**src/rtl/regfile_snap_if.sv**
```systemverilog
// Register-file port bundle: write/read pointers, operand select, flag and snapshot controls.
interface regfile_snap_if #(
   parameter int W = 8,
   parameter int N = 8
);
   localparam int AW = $clog2(N);

   logic          we;
   logic [AW-1:0] ptr_w;
   logic [W-1:0]  di;
   logic [AW-1:0] ptr_a;
   logic [AW-1:0] ptr_b;
   logic          const_flag;
   logic [W-1:0]  imm;
   logic          ovf_we;
   logic          ovf_in;
   logic          save;
   logic          restore;
   logic [W-1:0]  do_a;
   logic [W-1:0]  do_b;
   logic [W-1:0]  store_value;
   logic          ovf_out;

   modport master (
      output we, ptr_w, di, ptr_a, ptr_b, const_flag, imm, ovf_we, ovf_in, save, restore,
      input  do_a, do_b, store_value, ovf_out
   );

   modport slave (
      input  we, ptr_w, di, ptr_a, ptr_b, const_flag, imm, ovf_we, ovf_in, save, restore,
      output do_a, do_b, store_value, ovf_out
   );
endinterface

```
**src/rtl/regfile_snap.sv**
```systemverilog
// Register file with hard-zero r0, flag register r(N-1), write-first read bypass
// and a one-deep shadow bank supporting save, restore and swap.
module regfile_snap #(
   parameter int W = 8,
   parameter int N = 8
) (
   input logic           clk,
   input logic           reset,
   regfile_snap_if.slave bus
);
   localparam int AW = $clog2(N);
   localparam logic [AW-1:0] FLAG_IDX = AW'(N - 1);

   logic [W-1:0] regs   [N];
   logic [W-1:0] shadow [N];

   logic [W-1:0] flag_word;
   logic         byp_en;
   logic [W-1:0] byp_data;
   logic [W-1:0] rd_a;
   logic [W-1:0] rd_b;

   assign flag_word = {{(W-1){1'b0}}, bus.ovf_in};

   // Entry 0 of both banks is cleared by reset and never written afterwards.
   always_ff @(posedge clk) begin
      if (reset) begin
         for (int i = 0; i < N; i++) begin
            regs[i]   <= '0;
            shadow[i] <= '0;
         end
      end else begin
         if (bus.save) begin
            for (int i = 1; i < N; i++) shadow[i] <= regs[i];
         end
         if (bus.restore) begin
            for (int i = 1; i < N; i++) regs[i] <= shadow[i];
         end else begin
            if (bus.we && bus.ptr_w != '0) regs[bus.ptr_w] <= bus.di;
            // Flag load comes last so it wins over a same-cycle write to r(N-1).
            if (bus.ovf_we) regs[N-1] <= flag_word;
         end
      end
   end

   always_comb begin
      byp_en   = bus.we && (bus.ptr_w != '0) && !bus.restore && !reset;
      byp_data = bus.di;
      if (bus.ptr_w == FLAG_IDX && bus.ovf_we) byp_data = flag_word;

      rd_a = '0;
      if (bus.ptr_a != '0) rd_a = regs[bus.ptr_a];
      if (byp_en && bus.ptr_a == bus.ptr_w) rd_a = byp_data;

      rd_b = '0;
      if (bus.ptr_b != '0) rd_b = regs[bus.ptr_b];
      if (byp_en && bus.ptr_b == bus.ptr_w) rd_b = byp_data;
   end

   assign bus.do_a        = rd_a;
   assign bus.do_b        = bus.const_flag ? bus.imm : rd_b;
   assign bus.store_value = (bus.ptr_w == '0) ? '0 : regs[bus.ptr_w];
   assign bus.ovf_out     = regs[N-1][0];

endmodule

```
**src/flat_wrapper.sv**
```systemverilog
// flat-port wrapper written by rule: the top's interface ports become plain ports
module regfile_snap_flat 
#(
   parameter int W = 8,
   parameter int N = 8
)
  (clk, reset, bus_we, bus_ptr_w, bus_di, bus_ptr_a, bus_ptr_b, bus_const_flag, bus_imm, bus_ovf_we, bus_ovf_in, bus_save, bus_restore, bus_do_a, bus_do_b, bus_store_value, bus_ovf_out);
  regfile_snap_if #(.W(W), .N(N)) bus_i ();
  input logic clk;
  input logic reset;
  input wire logic [$bits(bus_i.we)-1:0] bus_we;
  input wire logic [$bits(bus_i.ptr_w)-1:0] bus_ptr_w;
  input wire logic [$bits(bus_i.di)-1:0] bus_di;
  input wire logic [$bits(bus_i.ptr_a)-1:0] bus_ptr_a;
  input wire logic [$bits(bus_i.ptr_b)-1:0] bus_ptr_b;
  input wire logic [$bits(bus_i.const_flag)-1:0] bus_const_flag;
  input wire logic [$bits(bus_i.imm)-1:0] bus_imm;
  input wire logic [$bits(bus_i.ovf_we)-1:0] bus_ovf_we;
  input wire logic [$bits(bus_i.ovf_in)-1:0] bus_ovf_in;
  input wire logic [$bits(bus_i.save)-1:0] bus_save;
  input wire logic [$bits(bus_i.restore)-1:0] bus_restore;
  output wire logic [$bits(bus_i.do_a)-1:0] bus_do_a;
  output wire logic [$bits(bus_i.do_b)-1:0] bus_do_b;
  output wire logic [$bits(bus_i.store_value)-1:0] bus_store_value;
  output wire logic [$bits(bus_i.ovf_out)-1:0] bus_ovf_out;
  assign bus_i.we = bus_we;
  assign bus_i.ptr_w = bus_ptr_w;
  assign bus_i.di = bus_di;
  assign bus_i.ptr_a = bus_ptr_a;
  assign bus_i.ptr_b = bus_ptr_b;
  assign bus_i.const_flag = bus_const_flag;
  assign bus_i.imm = bus_imm;
  assign bus_i.ovf_we = bus_ovf_we;
  assign bus_i.ovf_in = bus_ovf_in;
  assign bus_i.save = bus_save;
  assign bus_i.restore = bus_restore;
  assign bus_do_a = bus_i.do_a;
  assign bus_do_b = bus_i.do_b;
  assign bus_store_value = bus_i.store_value;
  assign bus_ovf_out = bus_i.ovf_out;
  regfile_snap #(.W(W), .N(N)) u_core (.clk(clk), .reset(reset), .bus(bus_i));
endmodule
```
**config.mk**
```make
export PLATFORM = sky130hd
export DESIGN_NAME = regfile_snap_flat
export DESIGN_NICKNAME = d
export VERILOG_FILES = /design/src/rtl/regfile_snap_if.sv /design/src/rtl/regfile_snap.sv /design/src/flat_wrapper.sv
export SDC_FILE = /design/constraint.sdc
export NUM_CORES = 1
export LEC_CHECK = 0
export ABC_CLOCK_PERIOD_IN_PS = 4800
export CAP_MARGIN = 20
export CORE_MARGIN = 2
export CORE_UTILIZATION = 60
export DETAILED_ROUTE_END_ITERATION = 12
export PLACE_DENSITY = 0.82
export SETUP_SLACK_MARGIN = 0.2
export SLEW_MARGIN = 20
export SYNTH_ARGS = -nofsm -noshare
export SYNTH_HDL_FRONTEND = slang
export SYNTH_SLANG_ARGS = --single-unit
```
**constraint.sdc**
```tcl
create_clock -name clk -period 4.8 [get_ports clk]
set_input_delay 0.48 -clock clk [delete_from_list [all_inputs] [get_ports clk]]
set_output_delay 0.48 -clock clk [all_outputs]
set_load 0.05 [all_outputs]
```
==> results.sh <==
export IMPL_place_gp_congestion=0.956
export IMPL_cts_setup_buffers=0
export IMPL_htree_num_levels=4
export IMPL_areaGrowthSynthToFinish_pct=18.4
export IMPL_die_height_um=109
export IMPL_slew_headroom=0.390
export IMPL_synth_area_um2=6580
export IMPL_synth_top_area_cell="edfxtp_1"
export IMPL_rows=38
export IMPL_vias=4865
export IMPL_min_period_over_period=0.853
export IMPL_cap_violations=0
export IMPL_dieArea_um2=11800
export IMPL_regArea_um2=3600
export IMPL_min_period_ns=4.09
export IMPL_worstSetupEndpointType="output pin"
export IMPL_finalClockSkew_ns=0.00638
export IMPL_drc=0
export IMPL_die_x_um=109
export IMPL_viasPerCell=7.04
export IMPL_finalSetupViolCount=0
export IMPL_preCtsSetupSlack_ns=0.774
export IMPL_grt_busiest_layer="met2"
export IMPL_async_flop_share=0
export IMPL_ys_seq_area_frac=0.548
export IMPL_cp_slowest_stage_delay_ns=1.07
export IMPL_grtUsageTotal=0.326
export IMPL_worst_pin_slew_ns=0.913
export IMPL_synthTopCellsByArea="edfxtp_1, a22o_1, mux4_2"
export IMPL_grt_met3_usage=0.0867
export IMPL_rsz0062_at_grt="false"
export IMPL_p_leak_uw=0.00293
export IMPL_worstPathRequired_ns=4.32
export IMPL_cp_start_kind="input port"
export IMPL_final_max_slew_violation_count=0
export IMPL_grt_pass1_wl_um=27500
export IMPL_setup_tns_ns=0
export IMPL_cts_buffers=17
export IMPL_status="complete, no violations"
export IMPL_grt_pass1_vias=4678
export IMPL_root_buffer="clkbuf_8"
export IMPL_dp_hpwl_um=12000
export IMPL_cts_resized=0
export IMPL_dpl_cell_area_um2=7230
export IMPL_cts_hold_buffers_added=0
export IMPL_grt_met1_usage=0.439
export IMPL_dr_first_iter_drc_count=818
export IMPL_power_uw=2940
export IMPL_postRouteAntennaNets=0
export IMPL_yosys_area_top_type_share=0.548
export IMPL_worst_slack_ns=0.706
export IMPL_path_common_cell="clkdlybuf4s50_1"
export IMPL_crit_path_cell_trace="clkdlybuf4s50_1 -> buf_4 -> xnor2_1 -> nand3_1 -> nor2_1 -> a22o_1 -> clkdlybuf4s50_1"
export IMPL_clock_sinks=120
export IMPL_fill_cells=718
export IMPL_powerDensity_nw_per_um2=378
export IMPL_synthCells=488
export IMPL_synth_ff_type="edfxtp_1"
export IMPL_clk_pin_slew_ns=0.06
export IMPL_cp_data_arrival_time_ns=3.61
export IMPL_fin_area_um2=7780
export IMPL_io_buffers=57
export IMPL_criticalPathCategory="input port to output pin"
export IMPL_antenna_diode_count=0
export IMPL_cts_buffer_depth=2
export IMPL_yosys_warnings=0
export IMPL_fmaxAchievable_mhz=244
export IMPL_routed_wirelength_um=18100
export IMPL_antenna_found_initial=0
export IMPL_synth_cell_types=39
export IMPL_hold_path_class="flop to flop"
export IMPL_hold_viol_final=0
export IMPL_syn_avg_cell_area_um2=13.5
export IMPL_use_met2=0.498
export IMPL_clk_latency_ns=0.52
export IMPL_first_pass_iters=9
export IMPL_ioPinCount=58
export IMPL_cts_tree="built"
export IMPL_ys_ff_latch=120
export IMPL_grt_max_degree=41
export IMPL_overflow=0
export IMPL_cpMaxStageDelayCell="clkdlybuf4s50_1"
export IMPL_multi_input_area_um2=2760
export IMPL_postLayoutCoreUtil=0.724
export IMPL_drive_above_1_share=0.140
export IMPL_critPathMaxFanout=16
export IMPL_coreArea_um2=10700
export IMPL_synth_edf_count=120
export IMPL_initial_utilization=0.612
export IMPL_layout_nets=572
export IMPL_peakVddDrop_mv=0.206
export IMPL_wl_per_cell_um=26.3
stage by stage:
step	hold slack, ns	instances
final	0.543	691
after global routing	0.554	691
after global placement	0.516	660
after CTS	0.540	691
after detailed placement	0.524	660
after floorplan	0.512	495
synthesized netlist by cell type, types with 3 or more instances:
cell,n
clkbuf_1,27
inv_1,8
nand2_1,32
nand2b_1,15
mux2i_1,17
and2_1,41
buf_2,12
a22o_1,55
a21oi_1,8
o221ai_1,6
nand3_1,3
a222oi_1,8
mux4_1,12
o211ai_1,3
mux2_2,9
nor2b_1,20
mux4_2,20
edfxtp_1,120
nor2_1,14
xnor2_1,6
o21ai_0,25
nor3_2,4
path summary, 6_finish.rpt:
kind | start | cells past startpoint | slack, ns | endpoint
worst max-delay path | bus_ptr_a[1] | 7 | 0.71 | bus_do_a[7]
worst min register to register | u_core.shadow[2][15] | 1 | 0.54 | u_core.regs[5][7]
worst min-delay path | u_core.shadow[2][15] | 1 | 0.54 | u_core.regs[5][7]
worst max register to register | u_core.regs[7][4] | 1 | 3.80 | u_core.shadow[3][12]
cells in the final DEF (no fill, tap or decap), types with 12 or more instances in the layout:
cell type | Yosys | layout
nand2b_1 | 15 | 15
clkbuf_16 | 0 | 16
a22o_1 | 55 | 55
edfxtp_1 | 120 | 120
buf_4 | 2 | 13
nor2_1 | 14 | 14
nor2b_1 | 20 | 18
o21ai_0 | 25 | 24
and2_1 | 41 | 41
clkdlybuf4s50_1 | 0 | 56
nand2_1 | 32 | 32
mux4_1 | 12 | 12
mux4_2 | 20 | 20
mux2i_1 | 17 | 17
per-layer routing:
| layer | share of wire | wire length, um |
|---|---|---|
| met1 | 0.37 | 6670 |
| met2 | 0.47 | 8480 |
| met3 | 0.12 | 2250 |
| met4 | 0.041 | 740 |
| met5 | 0 | 0 |
registers in the layout, summed over array words and instances (netlist names):
register,flops
u_core.regs,64
u_core.shadow,56
worst max-delay path, delay by kind of cell:
family	cells	cell delay, ns
buffers and inverters	3	2.15
AND/OR/NAND/NOR	2	0.60
AO/OA/AOI/OAI	1	0.26
XOR/XNOR	1	0.11
cell families after synthesis:
kind of cell | after synthesis | share of synthesized area
and+or+nand+nor | 142 | 0.121
DFF | 120 | 0.548
AOI/OAI and AO/OA | 109 | 0.127
muxes | 58 | 0.158
buffers and inverters | 52 | 0.0379
xor gates and xnor gates | 6 | 0.00799
other | 1 | 0.000570
area by class of cell:
cell class	count	share of cell area
Tap cell	140	0.0225
Multi-Input combinational cell	323	0.355
Inverter	8	0.00386
Clock buffer	20	0.0547
Timing Repair Buffer	69	0.0846
Sequential cell	120	0.463
Clock inverter	11	0.0169
report_power, final:
group          switching (uW)  total, uW  internal, uW
combinational             250        426           176
sequential               61.5       1300          1240
clock                     443       1220           778
total                     754       2940          2190
No activity file was read; power rests on OpenSTA's default activity.
